<file path="config.mk">
export PLATFORM = sky130hd
export DESIGN_NAME = hdlc_tx_sequencer
export DESIGN_NICKNAME = d
export VERILOG_FILES = /design/src/rtl/hdlc_tx_sequencer.sv
export SDC_FILE = /design/constraint.sdc
export NUM_CORES = 1
export LEC_CHECK = 0
export ABC_CLOCK_PERIOD_IN_PS = 4650
export BUFFER_PORTS_ARGS = -buffer_cell sky130_fd_sc_hd__buf_2
export CAP_MARGIN = 10
export CELL_PAD_IN_SITES_DETAIL_PLACEMENT = 1
export CELL_PAD_IN_SITES_GLOBAL_PLACEMENT = 1
export CORE_ASPECT_RATIO = 0.9
export CORE_MARGIN = 2
export CORE_UTILIZATION = 48
export DETAILED_ROUTE_END_ITERATION = 6
export HOLD_SLACK_MARGIN = 0.08
export PLACE_DENSITY_LB_ADDON = 0.1
export SLEW_MARGIN = 10
export SYNTH_ARGS = -nofsm -noshare
export SYNTH_HDL_FRONTEND = slang
export SYNTH_SLANG_ARGS = --single-unit
</file>
<file path="constraint.sdc">
create_clock -name Clk -period 4.65 [get_ports Clk]
set_input_delay 1.395 -clock Clk [delete_from_list [all_inputs] [get_ports Clk]]
set_output_delay 1.395 -clock Clk [all_outputs]
set_load 0.02 [all_outputs]
</file>
<file path="src/rtl/hdlc_tx_sequencer.sv">
// HDLC transmit frame sequencer: start flag, zero-inserted payload fetched from
// the Tx buffer, stop flag, or an abort pattern; serial line idles at all-ones.
module hdlc_tx_sequencer #(
    parameter int unsigned MAX_BYTES = 126,
    parameter logic [7:0]  FLAG      = 8'h7E
) (
    input  logic       Clk,
    input  logic       Rst,
    input  logic       Tx_Enable,
    input  logic [7:0] Tx_FrameSize,
    input  logic       Tx_AbortFrame,
    input  logic [7:0] Tx_Data,
    output logic       Tx_RdBuff,
    output logic       Tx,
    output logic       Tx_ValidFrame,
    output logic       Tx_AbortedTrans,
    output logic       Tx_Done,
    output logic       Tx_SizeErr
);

    localparam logic [7:0] MAX_SIZE = 8'(MAX_BYTES);

    typedef enum logic [2:0] {
        S_IDLE,
        S_PREFETCH,
        S_START_FLAG,
        S_DATA,
        S_STOP_FLAG,
        S_ABORT
    } state_t;

    state_t     state_q, state_d;
    logic       tx_q, tx_d;
    logic       valid_q, valid_d;
    logic       rd_q, rd_d;
    logic       aborted_q, aborted_d;
    logic       done_q, done_d;
    logic       serr_q, serr_d;
    logic [7:0] size_q, size_d;
    logic [7:0] nread_q, nread_d;
    logic [7:0] shift_q, shift_d;
    logic [2:0] bit_q, bit_d;
    logic [2:0] ones_q, ones_d;
    logic       fin_q, fin_d;

    logic [7:0] cur_byte;
    logic       cur_bit;
    logic [2:0] ones_next;
    logic       size_ok;
    logic       in_frame;

    // A byte read in the previous cycle is consumed straight off Tx_Data so the
    // next bit goes out with no gap; it is captured into shift_q at the same edge.
    assign cur_byte  = rd_q ? Tx_Data : shift_q;
    assign cur_bit   = cur_byte[bit_q];
    assign ones_next = cur_bit ? (ones_q + 3'd1) : 3'd0;
    assign size_ok   = (Tx_FrameSize != 8'd0) && (Tx_FrameSize <= MAX_SIZE);
    assign in_frame  = (state_q == S_PREFETCH) || (state_q == S_START_FLAG) ||
                       (state_q == S_DATA);

    always_comb begin
        // NOTE: every signal gets a default before the case so no path infers a latch.
        state_d   = state_q;
        tx_d      = 1'b1;
        valid_d   = valid_q;
        rd_d      = 1'b0;
        aborted_d = aborted_q;
        done_d    = 1'b0;
        serr_d    = 1'b0;
        size_d    = size_q;
        nread_d   = nread_q;
        shift_d   = cur_byte;
        bit_d     = bit_q;
        ones_d    = ones_q;
        fin_d     = fin_q;

        unique case (state_q)
            S_IDLE: begin
                if (Tx_Enable) begin
                    if (size_ok) begin
                        state_d   = S_PREFETCH;
                        valid_d   = 1'b1;
                        rd_d      = 1'b1;
                        aborted_d = 1'b0;
                        size_d    = Tx_FrameSize;
                        nread_d   = 8'd1;
                    end else begin
                        serr_d = 1'b1;
                    end
                end
            end
            S_PREFETCH: begin
                state_d = S_START_FLAG;
                bit_d   = 3'd0;
            end
            S_START_FLAG: begin
                tx_d  = FLAG[bit_q];
                bit_d = bit_q + 3'd1;
                if (bit_q == 3'd7) begin
                    state_d = S_DATA;
                    ones_d  = 3'd0;
                    fin_d   = 1'b0;
                end
            end
            S_DATA: begin
                if (ones_q == 3'd5) begin
                    // Inserted zero: payload position holds for one bit time.
                    tx_d   = 1'b0;
                    ones_d = 3'd0;
                    if (fin_q) begin
                        state_d = S_STOP_FLAG;
                        valid_d = 1'b0;
                        bit_d   = 3'd0;
                        fin_d   = 1'b0;
                    end
                end else begin
                    tx_d   = cur_bit;
                    ones_d = ones_next;
                    bit_d  = bit_q + 3'd1;
                    if (bit_q == 3'd7) begin
                        if (nread_q != size_q) begin
                            rd_d    = 1'b1;
                            nread_d = nread_q + 8'd1;
                        end else if (ones_next == 3'd5) begin
                            fin_d = 1'b1;
                        end else begin
                            state_d = S_STOP_FLAG;
                            valid_d = 1'b0;
                        end
                    end
                end
            end
            S_STOP_FLAG: begin
                tx_d  = FLAG[bit_q];
                bit_d = bit_q + 3'd1;
                if (bit_q == 3'd7) begin
                    state_d = S_IDLE;
                    done_d  = 1'b1;
                end
            end
            S_ABORT: begin
                bit_d = bit_q + 3'd1;
                if (bit_q == 3'd7) begin
                    state_d = S_IDLE;
                    done_d  = 1'b1;
                end
            end
            default: begin
                state_d = S_IDLE;
                valid_d = 1'b0;
            end
        endcase

        // Abort pattern starts with its zero right away; the seven ones follow.
        if (in_frame && Tx_AbortFrame) begin
            state_d   = S_ABORT;
            tx_d      = 1'b0;
            valid_d   = 1'b0;
            rd_d      = 1'b0;
            nread_d   = nread_q;
            aborted_d = 1'b1;
            bit_d     = 3'd1;
            fin_d     = 1'b0;
        end
    end

    always_ff @(posedge Clk or negedge Rst) begin
        if (!Rst) begin
            state_q   <= S_IDLE;
            tx_q      <= 1'b1;
            valid_q   <= 1'b0;
            rd_q      <= 1'b0;
            aborted_q <= 1'b0;
            done_q    <= 1'b0;
            serr_q    <= 1'b0;
            size_q    <= 8'd0;
            nread_q   <= 8'd0;
            shift_q   <= 8'd0;
            bit_q     <= 3'd0;
            ones_q    <= 3'd0;
            fin_q     <= 1'b0;
        end else begin
            state_q   <= state_d;
            tx_q      <= tx_d;
            valid_q   <= valid_d;
            rd_q      <= rd_d;
            aborted_q <= aborted_d;
            done_q    <= done_d;
            serr_q    <= serr_d;
            size_q    <= size_d;
            nread_q   <= nread_d;
            shift_q   <= shift_d;
            bit_q     <= bit_d;
            ones_q    <= ones_d;
            fin_q     <= fin_d;
        end
    end

    assign Tx              = tx_q;
    assign Tx_ValidFrame   = valid_q;
    assign Tx_RdBuff       = rd_q;
    assign Tx_AbortedTrans = aborted_q;
    assign Tx_Done         = done_q;
    assign Tx_SizeErr      = serr_q;

endmodule

</file>
==> key figures, run 1 <==
Placement
  – GPL Wtd Cong: 0.808
  – DP HPWL: 3720 um
  – Port bufs: 25

STA
  – Layout Skew: 0.00927 ns
  – Worst Max-Slew Pin Slew: 0.914 ns
  – Setup TNS: 0 ns
  – FMAX: 324 MHz
  – Fin. Hold Viols: 0
  – Slew headroom: 38.6%
  – Final setup violation count: 0
  – RSZ-0062 raised after global routing: false
  – Fin. max-slew vios: 0
  – Period minus WS final: 3.09 ns
  – Crit share post-route: 66.4%

Routing
  – DRC: 0
  – Drt total wl: 5060 um
  – DRT Pass-1 Iters: 4
  – Routed via count: 1752
  – 1st-iter DRT viols: 68
  – Final antenna-violating net count: 0
  – Wire per inst: 16.0 um
  – Vias/cell: 5.54

Cells and area
  – Final core area utilization: 55.7%
  – Share of cells above drive strength 1: 20.1%
  – Layout area overhead: 11.5%
  – Most common cell after layout, fill and taps aside: dfrtp_1
  – Nets: 280
  – N_diodes: 0
  – Commonest non-fill, non-tap cells in the layout: dfrtp_1 (39), nand2_1 (30), buf_2 (25), nor2_1 (19)

Global routing
  – Vias in the first global route: 1783
  – Global Route Usage Sum: 21.9%
  – Initial antenna violation count: 0
  – Grt total ovfl: 0
  – Largest net degree at the start of global routing: 41
  – Global-route wire length before repair: 8450 um

Critical path
  – Capturing point of the worst reg2reg path: nread_q[7]$_DFFE_PN0P_
  – Reg2Reg Depth: 6
  – Flop2flop setup slack: 1.86 ns
  – Critical path arrival: 3.32 ns
  – Startpoint types: primary input
  – Worst Setup End Kind: flip-flop
  – Reg-to-Reg Start: state_q[0]$_DFFE_PN0P_
  – Worst path required time: 4.88 ns
  – Kind of critical path: in2reg
  – CP max FO: 18

Clock tree
  – Worst-skew pair later-pin latency: 0.30 ns
  – Clock Sinks: 40
  – CTS tree: yes
  – CTS H-Tree Depth: 2
  – Clk buf depth: 2
  – TritonCTS buffer count: 5
  – Number of setup buffers added after CTS: 0
  – CTS resizes: 0
  – Clock transition at path regs: 0.09 ns
  – Hold bufs inserted after CTS: 0
  – Clk root buf: clkbuf_8

Logic synthesis
  – Synth Register Bits: 40
  – Post-synthesis cell area: 2230 um2
  – Largest family of logic cells by synthesized area: simple AND/OR/NAND/NOR gates
  – Syn_nets: 255
  – Mux contribution to synthesized area: 7.64%
  – Mapped Cells: 228
  – Post-synthesis compound-gate area fraction: 13.5%
  – Yosys warnings: 0
  – Yosys cell types: 52
  – Simple logic cell fraction of the synthesized area: 21.6%
  – Post-Synth XOR/XNOR Area: 4.72%
  – Seq/Total Area, Yosys: 45.0%
  – Syn_area_per_cell: 9.77 um2
  – Synth Area in Adders: 3.93%

Hold path
  – Hold_sp: shift_q[7]$_DFF_PN0_
  – Hold depth: 2
  – Hold Crit Class: reg2reg
  – End of the worst hold path: shift_q[7]$_DFF_PN0_

Floorplanning
  – Initial cell density of the core: 50.0%
  – Row cnt: 23
  – IO Count: 26
  – Placeable Area: 4460 um2
  – Die Wd: 75.8 um
  – Die Ht: 68.6 um
  – Die ar.: 5200 um2

Run status
  – Run status: completed

Pwr
  – Pleak: 1.19 nW
  – Worst vdd ir: 0.000255 V
  – Pwr per Cell Area: 562 nW/um2

Run
  – Max-Cap Viols: 0
==> worst max-delay path: stages <==
cell,delay (ns)
buf_2,0.10
or4_1,0.14
nor4_2,0.06
nor4_4,0.76
o21ai_2,0.27
or4_1,0.51
o21ai_1,0.08
==> how the worst max path moves through the flow <==
stage | depth (start not counted) | start | end
5_1_grt | 7 | Tx_FrameSize[4] | nread_q[7]$_DFFE_PN0P_
4_1_cts | 7 | Tx_FrameSize[5] | nread_q[7]$_DFFE_PN0P_
6_report | 7 | Tx_FrameSize[5] | nread_q[7]$_DFFE_PN0P_
3_3_place_gp | 7 | Tx_FrameSize[5] | nread_q[7]$_DFFE_PN0P_
3_5_place_dp | 7 | Tx_FrameSize[5] | nread_q[7]$_DFFE_PN0P_
2_1_floorplan | 6 | Tx_FrameSize[2] | state_q[0]$_DFFE_PN0P_
==> synth_stat cells (all sizes together) <==
master / count / area, um2
o21ai: 11 / 58.8
nand2b: 2 / 12.5
mux4: 1 / 22.5
nand4b: 2 / 17.5
and2: 1 / 6.26
buf: 2 / 16.3
nand3b: 1 / 7.51
or3: 3 / 18.8
ha: 7 / 87.6
nand4: 5 / 31.3
nor3: 2 / 15.0
mux2: 6 / 67.6
or2: 1 / 6.26
or4: 4 / 30.0
a21o: 4 / 30.0
a211oi: 2 / 15.0
nand2: 30 / 113
o2111ai: 1 / 8.76
dfrtp: 39 / 976
a22o: 2 / 17.5
clkbuf: 5 / 18.8
nor4: 4 / 46.3
xor2: 12 / 105
o21a: 2 / 15.0
o21bai: 1 / 7.51
and3: 3 / 23.8
nor3b: 2 / 15.0
inv: 12 / 45.0
dfstp: 1 / 26.3
a21oi: 9 / 48.8
nand3: 7 / 35.0
and2b: 1 / 7.51
nor2: 19 / 71.3
o32a: 1 / 10.0
a31o: 1 / 8.76
nor2b: 4 / 25.0
a21bo: 1 / 10.0
o211ai: 3 / 22.5
o22ai: 1 / 6.26
a22oi: 1 / 7.51
o311a: 1 / 10.0
mux2i: 8 / 80.1
a31oi: 3 / 25.0
==> report_power, final <==
| part | switching (mW) | internal, mW | leakage, nW |
|---|---|---|---|
| combinational | 0.308 | 0.250 | 0.619 |
| sequential | 0.139 | 0.465 | 0.518 |
| clock | 0.129 | 0.105 | 0.0479 |
==> stage by stage <==
stage | cells | power [mW] | instance area [um2] | hold slack, ns | worst slack (ns)
finish | 316 | 1.40 | 2480 | 0.489 | 1.56
global route | 316 | 1.51 | 2480 | 0.517 | 1.35
CTS | 316 | 1.41 | 2480 | 0.498 | 1.55
detailed placement | 308 | 1.17 | 2400 | 0.476 | 1.20
global placement | 308 | 1.14 | 2400 | 0.464 | 1.34
floorplan | 228 | 1.01 | 2230 | 0.446 | 1.66
==> layout make-up <==
type	count	area (um2)
flip-flops and latches	40	1000
clock inverters	3	18.8
well taps	62	77.6
fillers	525	1980
repair buffers	25	125
inverters	12	45.0
clock buffers	5	68.8
multi-input cells	169	1150
==> cell families after synthesis <==
kind of cell | Yosys count
buf+inv | 19
xor+xnor | 12
flops | 40
fa+ha+maj | 7
simple gates | 91
compound gates | 44
mux | 15
==> sequential cells by signal (all words and copies together) (netlist names) <==
name	cells
Tx	1
Tx_AbortedTrans	1
Tx_Done	1
Tx_RdBuff	1
Tx_SizeErr	1
Tx_ValidFrame	1
bit_q	3
fin_q	1
nread_q	8
ones_q	3
shift_q	8
size_q	8
state_q	3
==> layer usage <==
| layer | share of wire, % | track usage, % | wire length (um) | vias up |
|---|---|---|---|---|
| met4 | 0.99 | 6.58 | 50 | 0 |
| met5 | 0 | 0 | 0 | - |
| met2 | 45 | 34.4 | 2300 | 21 |
| li1 | - | - | - | 856 |
| met1 | 51 | 30.6 | 2590 | 870 |
| met3 | 2.5 | 4.36 | 124 | 5 |
No activity file was read; power rests on OpenSTA's default activity.
==> run 2, diff against run 1 <==
Settings changed: ABC_AREA from default to 1, ABC_CLOCK_PERIOD_IN_PS 4650 to 3100, CORE_UTILIZATION 48 to 42.
Clock period 4.65 ns to 3.1 ns, I/O delays scaled along.
==> run 2 against run 1 <==
Cell count up 29%. Sequential share of layout area down 1.8 points. First-iteration DRC count down 21%. Sequential cell count unchanged. Sequential power up 48%. Non-clock buffer count unchanged. Critical endpoint is now Tx_RdBuff.
==> key figures, run 2 <==
Logic synthesis
  – Area leader, netlist: dfrtp_1
  – Syn_nets: 337
  – Most numerous cell in the Yosys netlist: nand2_1
  – Ranking of synthesized cells by area: dfrtp_1 (42%), nand2_1 (16%), inv_1 (6.6%), nand3_1 (5.4%), nor2_1 (4.5%)
  – Synth top area share: 42.2%
  – Synth Register Bits: 40
  – Asr flop ratio synth: 100%
  – Yosys warnings: 0
  – Post-synth EDFFs: 0
  – Post-synthesis cell area: 2310 um2
  – Mapped Cells: 310
  – Ys flop type: dfrtp_1
  – Yosys cell types: 30
  – Synth top cells by count: nand2_1 (97), inv_1 (41), dfrtp_1 (39)
  – Seq/Total Area, Yosys: 43.3%
  – Syn_area_per_cell: 7.47 um2

Pwr
  – Pleak: 1.41 nW
  – Worst vdd ir: 0.000453 V
  – Pwr per Cell Area: 880 nW/um2

Global routing
  – Met1 Use GR: 28.7%
  – Initial antenna violation count: 0
  – Global-route wire length before repair: 9640 um
  – Met2 usage: 33.5%
  – Global Route Usage Sum: 20.7%
  – Grt met3 use: 3.76%
  – Busiest layer in global routing: met2
  – Vias in the first global route: 2054
  – Grt total ovfl: 0
  – Largest net degree at the start of global routing: 41

Clock tree
  – Clock transition at path regs: 0.09 ns
  – TritonCTS buffer count: 5
  – CTS H-Tree Depth: 2
  – Clk buf depth: 2
  – Clk root buf: clkbuf_8
  – CTS resizes: 0
  – CTS tree: yes
  – Clock Sinks: 40
  – Hold bufs inserted after CTS: 0
  – Number of setup buffers added after CTS: 0
  – Worst-skew pair later-pin latency: 0.30 ns

STA
  – Final setup violation count: 0
  – Crit share post-route: 65.6%
  – Fin. max-slew vios: 0
  – Layout Skew: 0.0145 ns
  – Setup TNS: 0 ns
  – Slew headroom: 39.7%
  – Worst Max-Slew Pin Slew: 0.904 ns
  – Fin. Hold Viols: 0
  – Final WS setup: 1.07 ns
  – Period minus WS final: 2.03 ns
  – FMAX: 492 MHz
  – RSZ-0062 raised after global routing: false

Routing
  – Routed via count: 1959
  – 1st-iter DRT viols: 54
  – DRT Pass-1 Iters: 4
  – DRC: 0
  – Wire per inst: 13.6 um
  – Final antenna-violating net count: 0
  – Vias/cell: 4.80
  – Drt total wl: 5550 um

Cells and area
  – Final instance area: 2600 um2
  – Commonest non-fill, non-tap cells in the layout: nand2_1 (97), inv_1 (41), dfrtp_1 (39), nor2_1 (28)
  – Top Registers: nread_q x8, shift_q x8, size_q x8
  – Nets: 367
  – Layout area overhead: 12.3%
  – Share of cells above drive strength 1: 17.3%
  – N_diodes: 0
  – Most common cell after layout, fill and taps aside: nand2_1

Critical path
  – Worst path required time: 2.17 ns
  – Kind of critical path: reg2out
  – Critical path arrival: 1.10 ns
  – Worst Setup End Kind: output pin
  – CP max-delay cell: dfrtp_1
  – Crit-path cells: buf_2
  – Family with the most delay on the worst path: flip-flops
  – Startpoint types: flip-flop
  – Worst path bufs/invs: 1
  – CP peak stage delay: 0.57 ns
  – CP max FO: 10

Run
  – Max-Cap Viols: 0

Floorplanning
  – Row cnt: 25
  – Die Wd: 82.3 um
  – IO Count: 26
  – Placeable Area: 5290 um2
  – Die ar.: 6120 um2
  – Die Ht: 74.4 um
  – Initial cell density of the core: 43.8%

Run status
  – Run status: completed

Hold path
  – Hold Crit Class: reg2reg

Placement
  – Placed cell areas: 2510 um2
  – Worst slack at placement: 0.888 ns
  – GPL Wtd Cong: 0.797
  – Port bufs: 25
  – DP HPWL: 4260 um
-- run 2: cell type report --
| type | instances | area (um2) |
|---|---|---|
| clock buffer | 6 | 72.6 |
| clock inverter | 2 | 12.5 |
| fill | 683 | 2690 |
| inverter | 46 | 178 |
| multi-input combinational | 222 | 1120 |
| sequential | 40 | 1000 |
| tap | 67 | 83.8 |
| timing repair buffer | 25 | 125 |
-- run 2: final timing paths --
kind	startpoint	endpoint	slack (ns)	cells past startpoint
setup / recovery	Tx_RdBuff$_DFF_PN0_	Tx_RdBuff	1.07	1
hold / removal	shift_q[3]$_DFF_PN0_	shift_q[3]$_DFF_PN0_	0.47	2
setup reg to reg	bit_q[0]$_DFFE_PN0P_	fin_q$_DFFE_PN0P_	1.12	10
hold reg to reg	shift_q[3]$_DFF_PN0_	shift_q[3]$_DFF_PN0_	0.47	2
max in group asynchronous	Rst	ones_q[1]$_DFFE_PN0P_	1.76	1
min in group asynchronous	Rst	nread_q[5]$_DFFE_PN0P_	0.75	1
-- run 2: layer usage --
metal  vias to the layer above  wire length [um]  share of wire, %
li1                       1022                 -                 -
met1                       908              2900                52
met2                        24              2450                44
met3                         5               157               2.8
met4                         0                46              0.83
met5                         -                 0                 0
-- run 2: cell families (layout without fill, tap and decap cells) --
group / Yosys count / in the layout / synth area share, %
DFF: 40 / 40 / 43.3
adders and majority gates: 7 / 7 / 3.78
buffers and inverters: 48 / 79 / 8.11
AOI/OAI and AO/OA: 30 / 30 / 7.19
and+or+nand+nor: 176 / 176 / 34.2
xor gates and xnor gates: 9 / 9 / 3.41
-- run 2: per-stage QoR --
step           hold slack [ns]  total power, mW  std cells  utilization, %
6_report                 0.471             2.29        408            49.2
3_5_place_dp             0.458             1.95        400            47.6
4_1_cts                  0.477             2.32        408            49.2
5_1_grt                  0.508             2.51        408            49.2
2_1_floorplan            0.437             1.67        310               -
3_3_place_gp             0.451             1.91        400            47.6
-- run 2: where the power goes --
part           total, mW  internal (mW)  switching, mW  leakage, nW
clock              0.345          0.158          0.187       0.0412
sequential         0.897          0.726          0.171        0.510
combinational       1.05          0.375          0.671        0.857
==> run 3, diff against run 2 <==
Settings changed: ABC_AREA 1 to 0, ABC_CLOCK_PERIOD_IN_PS 3100 to 1950, CORE_UTILIZATION 42 to 45.
Clock period 3.1 ns to 1.95 ns, I/O delays scaled along.
==> run 3 against run 2 <==
The run now ends with negative setup slack left. Count of clock-buffer cells in the layout is the same. Utilization increased by 16 points. Clock power increased by 97%. Die area is 9.6% lower. Clock skew fell by 0.0078 ns. Critical path type is now reg2reg. Critical endpoint is now nread_q[7]$_DFFE_PN0P_. Largest cell class unchanged.
==> key figures, run 3 (synthesis gave the netlist of run 1 again) <==
Run status
  – Failing checks: negative setup slack
  – Run status: finished, violations left

Routing
  – DRC: 0
  – Final antenna-violating net count: 0
  – 1st-iter DRT viols: 140
  – Wire per inst: 20.1 um
  – Vias/cell: 5.66
  – Drt total wl: 7460 um
  – Routed via count: 2099
  – DRT Pass-1 Iters: 4

Critical path
  – Family with the most delay on the worst path: simple AND/OR/NAND/NOR gates
  – Kind of critical path: reg2reg
  – Critical path arrival: 2.43 ns
  – CP max-delay cell: or4_1
  – CP peak stage delay: 0.50 ns
  – CP max FO: 13
  – Worst path bufs/invs: 1
  – Worst Setup End Kind: flip-flop
  – Startpoint types: flip-flop
  – Capturing point of the worst reg2reg path: nread_q[7]$_DFFE_PN0P_
  – Reg2Reg Depth: 7
  – Flop2flop setup slack: -0.25 ns
  – Worst path required time: 2.18 ns
  – Reg-to-Reg Start: state_q[0]$_DFFE_PN0P_
  – Crit-path cells: buf_4 -> nor2b_1 -> a21oi_1 -> nor2_1 -> o21ai_4 -> or4_1 -> o21ai_1

Placement
  – Worst slack at placement: -0.398 ns
  – Port bufs: 25
  – Placed cell areas: 2790 um2
  – GPL Wtd Cong: 0.825
  – DP HPWL: 4520 um

Pwr
  – Pwr per Cell Area: 1350 nW/um2
  – Cell-internal power: 2.50 mW
  – Worst vdd ir: 0.000957 V
  – Clock share of power: 16.0%
  – Switching Share: 41.3%
  – Pleak: 1.54 nW
  – Combinational cell fraction of total power: 52.8%
  – Sequential share of power: 31.2%
  – Psw: 1.76 mW

Cells and area
  – Top Registers: nread_q x8, shift_q x8, size_q x8
  – Most common cell after layout, fill and taps aside: buf_4
  – Final instance area: 3150 um2
  – Layout area overhead: 41.2%
  – Fillers: 544
  – Nets: 332
  – Commonest non-fill, non-tap cells in the layout: buf_4 (44), dfrtp_1 (37), buf_2 (23), nor2_1 (19), nand2_1 (16)
  – N_diodes: 0
  – Share of cells above drive strength 1: 43.8%

Global routing
  – Vias in the first global route: 2195
  – Global-route wire length before repair: 11000 um
  – Global Route Usage Sum: 25.3%
  – Initial antenna violation count: 0
  – Grt total ovfl: 0
  – Largest net degree at the start of global routing: 24

Clock tree
  – Hold bufs inserted after CTS: 0
  – Clock transition at path regs: 0.08 ns
  – CTS H-Tree Depth: 2
  – Clk buf depth: 2
  – CTS tree: yes
  – Clk root buf: clkbuf_8
  – TritonCTS buffer count: 5
  – Clock Sinks: 40
  – Worst-skew pair later-pin latency: 0.29 ns

STA
  – Crit share post-route: 113%
  – Fin. max-slew vios: 0
  – Worst Max-Slew Pin Slew: 0.444 ns
  – Period minus WS final: 2.20 ns
  – Fin. Hold Viols: 0
  – Hold WS: 0.228 ns
  – FMAX: 455 MHz
  – Layout Skew: 0.00670 ns
  – Slew headroom: 70.4%
  – RSZ-0062 raised after global routing: true
  – Final setup violation count: 18
  – Final WS setup: -0.248 ns
  – Setup TNS: -2.21 ns

Floorplanning
  – Initial cell density of the core: 46.4%
  – Die Wd: 78.2 um
  – Placeable Area: 4800 um2
  – Row cnt: 24
  – Die Ht: 70.8 um
  – IO Count: 26
  – Die ar.: 5530 um2

Hold path
  – Hold Crit Class: in2async

Run
  – Max-Cap Viols: 0
## run 3: cell types whose count changed in the layout (fill, tap and decap cells not counted), moves of 4 or more
cell and delta:
xor2_1 +7, mux2i_1 +8, inv_1 -30, xnor2_1 -4, buf_6 +7, buf_4 +44
nor2b_1 +4, nor2_1 -9, o21ai_0 -12, mux2_2 +6, o21ai_2 +4, nand2_1 -81
nor2_2 -4, nand3_1 -19
## run 3: power by group through the flow
stage                     clock (mW)  sequential [mW]  combinational (mW)
after floorplan                    0             1.34                1.08
after global placement             0             1.31                1.78
after detailed placement           0             1.33                1.86
after CTS                      0.686             1.32                2.00
after global routing           0.725             1.36                2.43
final                          0.681             1.33                2.25
## run 3: worst max-delay path by stage
stage	endpoint	cells after the start	slack (ns)	startpoint
floorplan	state_q[0]$_DFFE_PN0P_	6	-0.13	Tx_FrameSize[2]
global placement	state_q[0]$_DFFE_PN0P_	7	-0.30	Tx_Data[2]
detailed placement	nread_q[7]$_DFFE_PN0P_	8	-0.40	Tx_FrameSize[4]
CTS	state_q[0]$_DFFE_PN0P_	6	-0.19	bit_q[1]$_DFFE_PN0P_
global route	nread_q[7]$_DFFE_PN0P_	7	-0.28	state_q[0]$_DFFE_PN0P_
finish	nread_q[7]$_DFFE_PN0P_	7	-0.25	state_q[0]$_DFFE_PN0P_
## run 3: timing repair
item,CTS,global route
endpoints found under the setup margin,13,27
setup buffers,4,3
endpoints found under the hold margin,0,0
resized for setup,21,34
pin swaps,11,12
## run 3: layout make-up
| cell class | instances | area [um2] | share of cell area, % |
|---|---|---|---|
| multi-input combinational | 169 | 1320 | 42.1 |
| sequential | 40 | 1000 | 31.9 |
| inverter | 12 | 45.0 | 1.43 |
| clock buffer | 6 | 72.6 | 2.31 |
| timing repair buffer | 77 | 584 | 18.6 |
| tap | 65 | 81.3 | 2.58 |
| clock inverter | 2 | 35.0 | 1.11 |
## run 3: stage by stage
stage / instances / utilization (%) / power, mW
finish: 371 / 65.5 / 4.26
global placement: 357 / 58.0 / 3.09
detailed placement: 357 / 58.0 / 3.19
global route: 371 / 65.5 / 4.51
CTS: 369 / 62.4 / 4.00
floorplan: 228 / - / 2.42
## run 3: routing by layer
metal / routed length [um] / vias up / GRT usage [%]
li1: - / 962 / -
met5: 0 / - / 0
met4: 140 / 0 / 6.04
met1: 3250 / 1064 / 34.3
met3: 268 / 16 / 3.95
met2: 3810 / 57 / 42.9
